## src/rtl/adc_trig_pkg.sv

```systemverilog
// Shared constants, enums and the lane-extract helper for the ADC level trigger.
// The 128-bit stream word carries eight left-justified signed 12-bit samples.
package adc_trig_pkg;

  localparam int unsigned NLANES        = 8;
  localparam int unsigned LANE_BITS     = 16;
  localparam int unsigned SAMPLE_BITS   = 12;
  localparam int unsigned SAMPLE_LSB    = 4;
  localparam int unsigned DATA_BITS     = NLANES * LANE_BITS;
  localparam int unsigned LANE_IDX_BITS = 3;

  typedef enum logic [1:0] {
    MODE_RISE = 2'd0,
    MODE_FALL = 2'd1,
    MODE_BOTH = 2'd2
  } mode_t;

  typedef enum logic [1:0] {
    ST_IDLE    = 2'd0,
    ST_ARMED   = 2'd1,
    ST_FIRE    = 2'd2,
    ST_HOLDOFF = 2'd3
  } state_t;

  // Signed 12-bit sample of one lane; lane 0 is earliest in time.
  function automatic logic signed [SAMPLE_BITS-1:0] lane_sample(
    input logic [DATA_BITS-1:0] data,
    input int unsigned          lane
  );
    return $signed(data[lane*LANE_BITS + SAMPLE_LSB +: SAMPLE_BITS]);
  endfunction

endpackage

```

## src/rtl/adc_lane_crossing.sv

```systemverilog
// Per-lane threshold compare, cross-word history and edge detection, then a
// lowest-lane priority encode. Two register stages from accepted word to hit.
module adc_lane_crossing
  import adc_trig_pkg::*;
(
  input  logic                     aclk,
  input  logic                     aresetn,
  input  logic [DATA_BITS-1:0]     i_tdata,
  input  logic                     i_tvalid,
  input  logic [SAMPLE_BITS-1:0]   i_threshold,
  input  logic [1:0]               i_mode,
  input  logic                     i_hist_clr,
  output logic                     o_hit,
  output logic [LANE_IDX_BITS-1:0] o_lane,
  output logic                     o_valid
);

  logic [NLANES-1:0]        w_above;
  logic [NLANES-1:0]        w_prev_vec;
  logic [NLANES-1:0]        w_rise;
  logic [NLANES-1:0]        w_fall;
  logic [NLANES-1:0]        w_sel;
  logic [LANE_IDX_BITS-1:0] w_lane;

  logic [NLANES-1:0]        r_s1_above;
  logic                     r_s1_prev;
  logic                     r_s1_hv;
  logic [1:0]               r_s1_mode;
  logic                     r_s1_valid;
  logic                     r_last7;
  logic                     r_hist;

  logic                     r_hit;
  logic [LANE_IDX_BITS-1:0] r_lane;
  logic                     r_valid;

  always_comb begin
    w_above = '0;
    for (int unsigned i = 0; i < NLANES; i++) begin
      w_above[i] = lane_sample(i_tdata, i) > $signed(i_threshold);
    end
  end

  // Stage 1: flags plus the last-lane flag of the previous accepted word; mode travels with the word.
  always_ff @(posedge aclk) begin
    if (!aresetn) begin
      r_s1_above <= '0;
      r_s1_prev  <= 1'b0;
      r_s1_hv    <= 1'b0;
      r_s1_mode  <= 2'd0;
      r_s1_valid <= 1'b0;
      r_last7    <= 1'b0;
      r_hist     <= 1'b0;
    end else begin
      r_s1_valid <= i_tvalid;
      if (i_tvalid) begin
        r_s1_above <= w_above;
        r_s1_prev  <= r_last7;
        r_s1_hv    <= r_hist;
        r_s1_mode  <= i_mode;
        r_last7    <= w_above[NLANES-1];
      end
      if (i_hist_clr) begin
        r_hist <= 1'b0;
      end else if (i_tvalid) begin
        r_hist <= 1'b1;
      end
    end
  end

  always_comb begin
    w_prev_vec = {r_s1_above[NLANES-2:0], r_s1_prev};
    w_rise     = r_s1_above & ~w_prev_vec;
    w_fall     = ~r_s1_above & w_prev_vec;
    w_rise[0]  = w_rise[0] & r_s1_hv;
    w_fall[0]  = w_fall[0] & r_s1_hv;
    case (r_s1_mode)
      MODE_FALL: w_sel = w_fall;
      MODE_BOTH: w_sel = w_rise | w_fall;
      default:   w_sel = w_rise;
    endcase
    w_lane = '0;
    for (int i = int'(NLANES) - 1; i >= 0; i--) begin
      if (w_sel[i]) begin
        w_lane = LANE_IDX_BITS'(i);
      end
    end
  end

  always_ff @(posedge aclk) begin
    if (!aresetn) begin
      r_hit   <= 1'b0;
      r_lane  <= '0;
      r_valid <= 1'b0;
    end else begin
      r_hit   <= r_s1_valid & (|w_sel);
      r_lane  <= w_lane;
      r_valid <= r_s1_valid;
    end
  end

  assign o_hit   = r_hit;
  assign o_lane  = r_lane;
  assign o_valid = r_valid;

endmodule

```

## src/rtl/adc_level_trigger.sv

```systemverilog
// Threshold-crossing trigger for the RFDC ADC stream, driving the ILA
// trigger_in/trigger_ack handshake with force, holdoff and auto re-arm.
module adc_level_trigger
  import adc_trig_pkg::*;
#(
  parameter int unsigned HOLDOFF_CYCLES = 256,
  parameter int unsigned COUNT_BITS     = 16
) (
  input  logic                     aclk,
  input  logic                     aresetn,
  input  logic [DATA_BITS-1:0]     adc_tdata,
  input  logic                     adc_tvalid,
  input  logic [SAMPLE_BITS-1:0]   threshold,
  input  logic [1:0]               mode,
  input  logic                     arm,
  input  logic                     auto_rearm,
  input  logic                     force_trig,
  output logic                     trigger_out,
  input  logic                     trigger_ack,
  output logic [LANE_IDX_BITS-1:0] trig_lane,
  output logic                     trig_forced,
  output logic                     armed,
  output logic [COUNT_BITS-1:0]    trig_count
);

  localparam int unsigned HOLD_BITS = (HOLDOFF_CYCLES > 1) ? $clog2(HOLDOFF_CYCLES) : 1;
  localparam logic [HOLD_BITS-1:0] HOLD_LOAD = HOLD_BITS'(HOLDOFF_CYCLES - 1);

  logic                     w_s2_hit;
  logic [LANE_IDX_BITS-1:0] w_s2_lane;
  logic                     w_s2_valid;
  logic                     w_hist_clr;

  logic                     r_s3_hit;
  logic [LANE_IDX_BITS-1:0] r_s3_lane;

  state_t                   r_state;
  state_t                   w_state_nxt;
  logic [HOLD_BITS-1:0]     r_hold;
  logic [HOLD_BITS-1:0]     w_hold_nxt;
  logic [LANE_IDX_BITS-1:0] r_trig_lane;
  logic [LANE_IDX_BITS-1:0] w_lane_nxt;
  logic                     r_trig_forced;
  logic                     w_forced_nxt;
  logic [COUNT_BITS-1:0]    r_trig_count;
  logic [COUNT_BITS-1:0]    w_count_nxt;
  logic                     r_trigger_out;
  logic                     r_armed;

  adc_lane_crossing u_crossing (
    .aclk        (aclk),
    .aresetn     (aresetn),
    .i_tdata     (adc_tdata),
    .i_tvalid    (adc_tvalid),
    .i_threshold (threshold),
    .i_mode      (mode),
    .i_hist_clr  (w_hist_clr),
    .o_hit       (w_s2_hit),
    .o_lane      (w_s2_lane),
    .o_valid     (w_s2_valid)
  );

  // Stage 3: align the hit with the FSM so a word fires three edges after acceptance.
  always_ff @(posedge aclk) begin
    if (!aresetn) begin
      r_s3_hit  <= 1'b0;
      r_s3_lane <= '0;
    end else begin
      r_s3_hit  <= w_s2_valid & w_s2_hit;
      r_s3_lane <= w_s2_lane;
    end
  end

  always_comb begin
    w_state_nxt  = r_state;
    w_hold_nxt   = r_hold;
    w_lane_nxt   = r_trig_lane;
    w_forced_nxt = r_trig_forced;
    w_count_nxt  = r_trig_count;
    w_hist_clr   = 1'b0;
    case (r_state)
      ST_IDLE: begin
        if (arm) begin
          w_state_nxt = ST_ARMED;
          w_hist_clr  = 1'b1;
        end
      end
      ST_ARMED: begin
        // A data hit outranks a simultaneous force.
        if (r_s3_hit) begin
          w_state_nxt  = ST_FIRE;
          w_lane_nxt   = r_s3_lane;
          w_forced_nxt = 1'b0;
          w_count_nxt  = r_trig_count + COUNT_BITS'(1);
        end else if (force_trig) begin
          w_state_nxt  = ST_FIRE;
          w_lane_nxt   = '0;
          w_forced_nxt = 1'b1;
          w_count_nxt  = r_trig_count + COUNT_BITS'(1);
        end
      end
      ST_FIRE: begin
        if (trigger_ack) begin
          w_state_nxt = ST_HOLDOFF;
          w_hold_nxt  = HOLD_LOAD;
        end
      end
      ST_HOLDOFF: begin
        if (r_hold == '0) begin
          w_state_nxt = auto_rearm ? ST_ARMED : ST_IDLE;
        end else begin
          w_hold_nxt = r_hold - HOLD_BITS'(1);
        end
      end
      default: w_state_nxt = ST_IDLE;
    endcase
  end

  always_ff @(posedge aclk) begin
    if (!aresetn) begin
      r_state       <= ST_IDLE;
      r_hold        <= '0;
      r_trig_lane   <= '0;
      r_trig_forced <= 1'b0;
      r_trig_count  <= '0;
      r_trigger_out <= 1'b0;
      r_armed       <= 1'b0;
    end else begin
      r_state       <= w_state_nxt;
      r_hold        <= w_hold_nxt;
      r_trig_lane   <= w_lane_nxt;
      r_trig_forced <= w_forced_nxt;
      r_trig_count  <= w_count_nxt;
      r_trigger_out <= (w_state_nxt == ST_FIRE);
      r_armed       <= (w_state_nxt == ST_ARMED);
    end
  end

  assign trigger_out = r_trigger_out;
  assign trig_lane   = r_trig_lane;
  assign trig_forced = r_trig_forced;
  assign armed       = r_armed;
  assign trig_count  = r_trig_count;

endmodule

```

## config.mk

```make
export PLATFORM = sky130hd
export DESIGN_NAME = adc_level_trigger
export DESIGN_NICKNAME = d
export VERILOG_FILES = /design/src/rtl/adc_trig_pkg.sv /design/src/rtl/adc_lane_crossing.sv /design/src/rtl/adc_level_trigger.sv
export SDC_FILE = /design/constraint.sdc
export NUM_CORES = 1
export LEC_CHECK = 0
export CAP_MARGIN = 15
export CORE_ASPECT_RATIO = 2
export CORE_MARGIN = 1.5
export CORE_UTILIZATION = 35
export CTS_CLUSTER_SIZE = 28
export DETAILED_ROUTE_END_ITERATION = 16
export SKIP_LAST_GASP = 1
export SYNTH_ARGS = -nofsm -noshare
export SYNTH_HDL_FRONTEND = slang
export SYNTH_HIERARCHICAL = 1
export SYNTH_SLANG_ARGS = --single-unit
export TNS_END_PERCENT = 1
```

## constraint.sdc

```tcl
create_clock -name aclk -period 4.1 [get_ports aclk]
set_input_delay 0.41 -clock aclk [delete_from_list [all_inputs] [get_ports aclk]]
set_output_delay 0.41 -clock aclk [all_outputs]
set_load 0.02 [all_outputs]
```

==> reports/metrics.yaml, run 1 <==
cts_hold_buf: 0
syn_inst: 572
cp_max_fo: 8
wirelength_um: 15000
core-area_um2: 13800
r2r-start: "r_hold[0]"
post-cts-setup-buffers: 0
path_cells: "clkdlybuf4s50_1, inv_1, ha_1, nand4_1, nor3_1, o211ai_1, a221o_1, o211a_1"
synthDistinctLibCells: 61
ios: 171
synth_enable_flop_cells: 0
place.gp.congestion: 0.841
design_area_um2: 6640
cts_tree: "yes"
avgSynthCellArea_um2: 8.59
drc_errors: 0
antenna_found_initial: 0
ant_nets: 0
ys_seq_area_share_pct: 22.4
p_per_area_nw_per_um2: 234
cp_num_buf_inv: 2
die-area_um2: 14800
area_delta_synth_final_pct: 35.1
endpoint: "u_crossing/r_s1_above[6]"
hold_path_depth: 1
clk_latency_ns: 0.29
synth_area_um2: 4910
overflow: 0
layout_commonest_cell: "clkdlybuf4s50_1"
ys_ff_latch: 55
critPathSlowestCell: "clkdlybuf4s50_1"
cts_buffers: 5
hpwl_um: 12700
grt_pass1_vias: 5057
path_delay_family: "compound AO/OA/AOI/OAI gates"
cts.sinks: 55
start_util_pct: 35.6
grt_pass1_wl_um: 24000
p_leak_nw: 2.81
nets: 968
grtUsageTotal_pct: 21.0
syn-num-nets: 835
layout_setup_ws_ns: 1.62
hold_violations: 0
finalMaxSlewViolations: 0
cp-start-kind: "primary input"
ys_async_sr_fraction_pct: 0
skew_ns: 0.00270
period_minus_slack_ns: 2.48
crit_path_max_incr_delay_ns: 0.45
max-clock-path-buffers: 2
num_antenna_cells: 0
cap_violations: 0
critical_path_class: "in2reg"
relSlewSlack_pct: 41.6
ir_worst_vdd_mv: 0.151
reg2reg_depth: 6
portBuffers: 138
cts-htree-levels: 2
rr_endpoint: "r_hold[5]"
drive_gt1_share_pct: 2.83
ys.warnings.count: 6
routedWlPerCell_um: 16.7
dieWidth_um: 86.8
holdCritPathClass: "reg2reg"
pre_cts_ws_ns: 1.30
vias_per_cell: 5.28
ff2ff_setup_slack_ns: 1.94
rsz0062_at_grt: "false"
fin_crit_sh_pct: 60.4
cp.required_ns: 4.29
placed_area_um2: 6480
grt_max_degree: 28
dr_total_vias: 4726
tightest_slew_ns: 0.872
cts.clk_slew.worst_paths_ns: 0.07
rows: 61
outcome: "complete, no violations"
firstDrtPassIters: 4
final_cell_mix: "138 x clkdlybuf4s50_1, 114 x ha_1, 55 x dfxtp_1"
max_freq_mhz: 404
setup_viol: 0
die_h_um: 171
root_buffer: "clkbuf_16"
cp-end-kind: "register"
holdWs_ns: 0.432
crit_start: "threshold[11]"
path_depth: 8
ctsResizeCount: 0
drt_iter0_drc: 99
synth_ff_type: "dfxtp_1"
arrival_ns: 2.66
finalSetupTns_ns: 0
dp_cells: 887
fin_cells: 895
-- area by class of cell --
type / count / area [µm²]
clock buffers: 6 / 139
repair buffers: 141 / 1400
flip-flops and latches: 55 / 1100
inverters: 45 / 169
fillers: 1339 / 7180
clock inverters: 2 / 16.3
well taps: 189 / 236
multi-input cells: 457 / 3570
-- cell families after synthesis --
logic type	count (synthesis)	synth area share, %
AOI/OAI and AO/OA	152	20.7
xor gates and xnor gates	5	0.891
adders and majority gates	114	29.0
buffers and inverters	60	4.87
DFF	55	22.4
muxes	6	1.22
and+or+nand+nor	180	20.9
-- worst min-delay path by stage --
stage                               start            endpoint
detailed placement   u_crossing/o_lane[0]        r_s3_lane[0]
finish               u_crossing/o_lane[0]        r_s3_lane[0]
global placement     u_crossing/o_lane[1]        r_s3_lane[1]
floorplan           u_crossing/r_s1_valid  u_crossing/o_valid
CTS                  u_crossing/o_lane[0]        r_s3_lane[0]
global route         u_crossing/o_lane[2]        r_s3_lane[2]
-- per-stage QoR --
step / utilization (%) / total power, W
after detailed placement: 46.9 / 0.00112
after CTS: 48.0 / 0.00157
after global routing: 48.0 / 0.00166
after global placement: 46.9 / 0.00110
final: 48.0 / 0.00155
after floorplan: - / 0.000896
-- synthesized netlist by cell type (all sizes together) (4+ instances only) --
cell type / instances / area, µm²
a22oi: 5 / 37.5
mux2i: 6 / 60.1
ha: 114 / 1430
and4: 12 / 105
nor2: 24 / 90.1
nand3: 12 / 60.1
nand2: 37 / 139
dfxtp: 55 / 1100
nor2b: 17 / 106
a211oi: 8 / 65.1
o31ai: 12 / 90.1
a211o: 5 / 43.8
a31oi: 9 / 71.3
xnor2: 4 / 35.0
buf: 7 / 38.8
o21ai: 17 / 85.1
a21oi: 51 / 255
nand4: 10 / 62.6
nand2b: 13 / 91.3
and3: 8 / 51.3
nor4: 6 / 43.8
o21a: 8 / 60.1
nor3: 11 / 55.1
a21o: 12 / 90.1
or3: 8 / 50.1
inv: 44 / 165
clkbuf: 8 / 31.3
nor3b: 6 / 50.1
and2: 6 / 37.5
o211ai: 8 / 60.1
-- state kept, by name, indices dropped and copies added (netlist names) --
signal                 flops
u_crossing/o_hit           1
u_crossing/r_s1_valid      1
u_crossing/o_lane          3
r_s3_hit                   1
u_crossing/r_s1_hv         1
r_hold                     8
u_crossing/r_s1_prev       1
armed                      1
u_crossing/r_hist          1
u_crossing/o_valid         1
r_state                    2
u_crossing/r_s1_mode       2
trigger_out                1
trig_count                16
trig_forced                1
r_s3_lane                  3
trig_lane                  3
u_crossing/r_s1_above      8
-- metal layers --
metal	GRT usage [%]	routed length, µm	vias up
met5	0	0	-
met4	13.5	971	0
met3	3.33	676	34
met2	42.2	8350	144
met1	18.3	4960	2156
li1	-	-	2392
-- power breakdown --
| group | total, W | switching, W | internal [W] |
|---|---|---|---|
| clock | 0.000439 | 0.000195 | 0.000244 |
| sequential | 0.000596 | 0.0000291 | 0.000566 |
| combinational | 0.000517 | 0.000251 | 0.000266 |
Note: power is estimated with default switching activity, not from simulation.
==> run 2: changes to the inputs <==
PLACE_DENSITY = 0.67   (was not set)
clock period = 2.2 ns   (was 4.1 ns; I/O delays follow)
==> reports/metrics.yaml, run 2 (synthesis gave the netlist of run 1 again) <==
dr_total_vias: 5003  # +5.9%
p_leak_nw: 3.05  # +8.7%
routedWlPerCell_um: 16.6  # -0.89%
drt_iter0_drc: 119  # +20%
place.gp.congestion: 0.937  # +11%
cp.required_ns: 2.44  # -1.85 ns
dieWidth_um: 86.8  # unchanged
cts-htree-levels: 2  # unchanged
grtUsageTotal_pct: 22.2  # +1.2 points
max-clock-path-buffers: 2  # unchanged
antenna_found_initial: 0  # unchanged
clk_latency_ns: 0.30  # about the same
placed_area_um2: 6870  # +6.0%
die-area_um2: 14800  # unchanged
ir_worst_vdd_mv: 0.333  # +120%
cts_tree: "yes"
finalMaxSlewViolations: 0  # unchanged
critical_path_class: "reg2reg"
fillerInstances: 1311  # -2.1%
fin_crit_sh_pct: 96.5
cp_max_fo: 13  # +5
drive_gt1_share_pct: 9.50  # +6.7 points
arrival_ns: 2.36  # -0.30 ns
design_area_um2: 7020  # +5.7%
root_buffer: "clkbuf_16"
rows: 61  # unchanged
start_util_pct: 35.6  # unchanged
total_power_w: 0.00297  # +91%
finalSetupTns_ns: 0  # unchanged
setup_viol: 0  # unchanged
portBuffers: 138  # unchanged
cap_violations: 0  # unchanged
p_per_area_nw_per_um2: 423  # +81%
grt_pass1_wl_um: 25100  # +4.6%
relSlewSlack_pct: 48.8  # +7.1 points
cts.sinks: 55  # unchanged
cp-start-kind: "register"
holdWs_ns: 0.443  # +0.0110 ns
rsz0062_at_grt: "true"
cts_buffers: 5  # unchanged
area_delta_synth_final_pct: 42.9
largest_reg_flops: 16  # unchanged
ff2ff_setup_slack_ns: 0.08  # -1.86 ns
tightest_slew_ns: 0.762  # -0.110 ns
skew_ns: 0.00582  # +0.00312 ns
core-area_um2: 13800  # unchanged
firstDrtPassIters: 4  # unchanged
grt_pass1_vias: 5300  # +4.8%
cp-end-kind: "register"
final_cell_mix: "138 x clkdlybuf4s50_1, 114 x ha_1, 55 x dfxtp_1, 55 x buf_4, 51 x a21oi_1"
wirelength_um: 15700  # +4.9%
layout_commonest_cell: "clkdlybuf4s50_1"
overflow: 0  # unchanged
ant_nets: 0  # unchanged
period_minus_slack_ns: 2.12
ios: 171  # unchanged
max_freq_mhz: 471
num_antenna_cells: 0  # unchanged
holdCritPathClass: "reg2reg"
cts.clk_slew.worst_paths_ns: 0.07  # about the same
grt_max_degree: 28  # unchanged
nets: 1020  # +5.4%
hpwl_um: 13700  # +7.7%
vias_per_cell: 5.28  # about the same
die_h_um: 171  # unchanged
drc_errors: 0  # unchanged
outcome: "complete, no violations"
hold_violations: 0  # unchanged
## run 2: cell count changes in the layout (fill, tap and decap cells not counted)
cell,previous run,this run
clkinv_2,0,1
clkinv_4,1,0
clkbuf_8,1,0
nor3_1,11,10
buf_4,3,55
clkbuf_1,0,1
nor3_2,0,1
## run 2: final timing paths
path | startpoint | to | cells after the start
worst min register to register | u_crossing/o_lane[0] | r_s3_lane[0] | 1
worst min-delay path | u_crossing/o_lane[0] | r_s3_lane[0] | 1
worst max register to register | u_crossing/r_s1_mode[0] | u_crossing/o_lane[0] | 7
worst max-delay path | u_crossing/r_s1_mode[0] | u_crossing/o_lane[0] | 7
## run 2: layout make-up
| type | count | area [µm²] | share of cell area, % |
|---|---|---|---|
| inverter | 45 | 169 | 2.41 |
| clock inverter | 2 | 12.5 | 0.178 |
| multi-input combinational | 457 | 3580 | 51.0 |
| timing repair buffer | 193 | 1790 | 25.6 |
| tap | 189 | 236 | 3.37 |
| sequential | 55 | 1100 | 15.7 |
| clock buffer | 6 | 129 | 1.84 |
## run 2: worst max-delay path, cell delays in order (launching register included)
cell and delay [ns]:
dfxtp_1 0.36, inv_1 0.06, ha_1 0.48, inv_1 0.20, a31oi_4 0.20, or3b_1 0.39
a211oi_2 0.23, o21ba_1 0.15
## run 2: metal layers
metal | GRT usage [%] | share of wire (%) | up-vias
met2 | 45.0 | 56 | 175
met4 | 13.3 | 6.2 | 0
met5 | 0 | 0 | -
met3 | 3.67 | 4.6 | 35
met1 | 19.2 | 33 | 2291
li1 | - | - | 2502
## run 2: what timing repair did
item | in CTS | in global routing
setup endpoints to repair | 0 | 2
resized for setup | 0 | 1
setup buffers | 0 | 0
hold buffers | 0 | 0
## run 2: where the power goes
group | internal, W | switching [W]
logic | 0.000576 | 0.000507
registers | 0.00106 | 0.0000479
clock network | 0.000421 | 0.000359
total | 0.00205 | 0.000914
## run 2: through the flow
| stage | std cells | util [%] | worst slack (ns) |
|---|---|---|---|
| 6_report | 947 | 50.8 | 0.0781 |
| 2_1_floorplan | 572 | - | 0.417 |
| 5_1_grt | 947 | 50.8 | -0.00349 |
| 3_3_place_gp | 939 | 49.8 | -0.112 |
| 3_5_place_dp | 939 | 49.8 | -0.232 |
| 4_1_cts | 947 | 50.8 | 0.0808 |
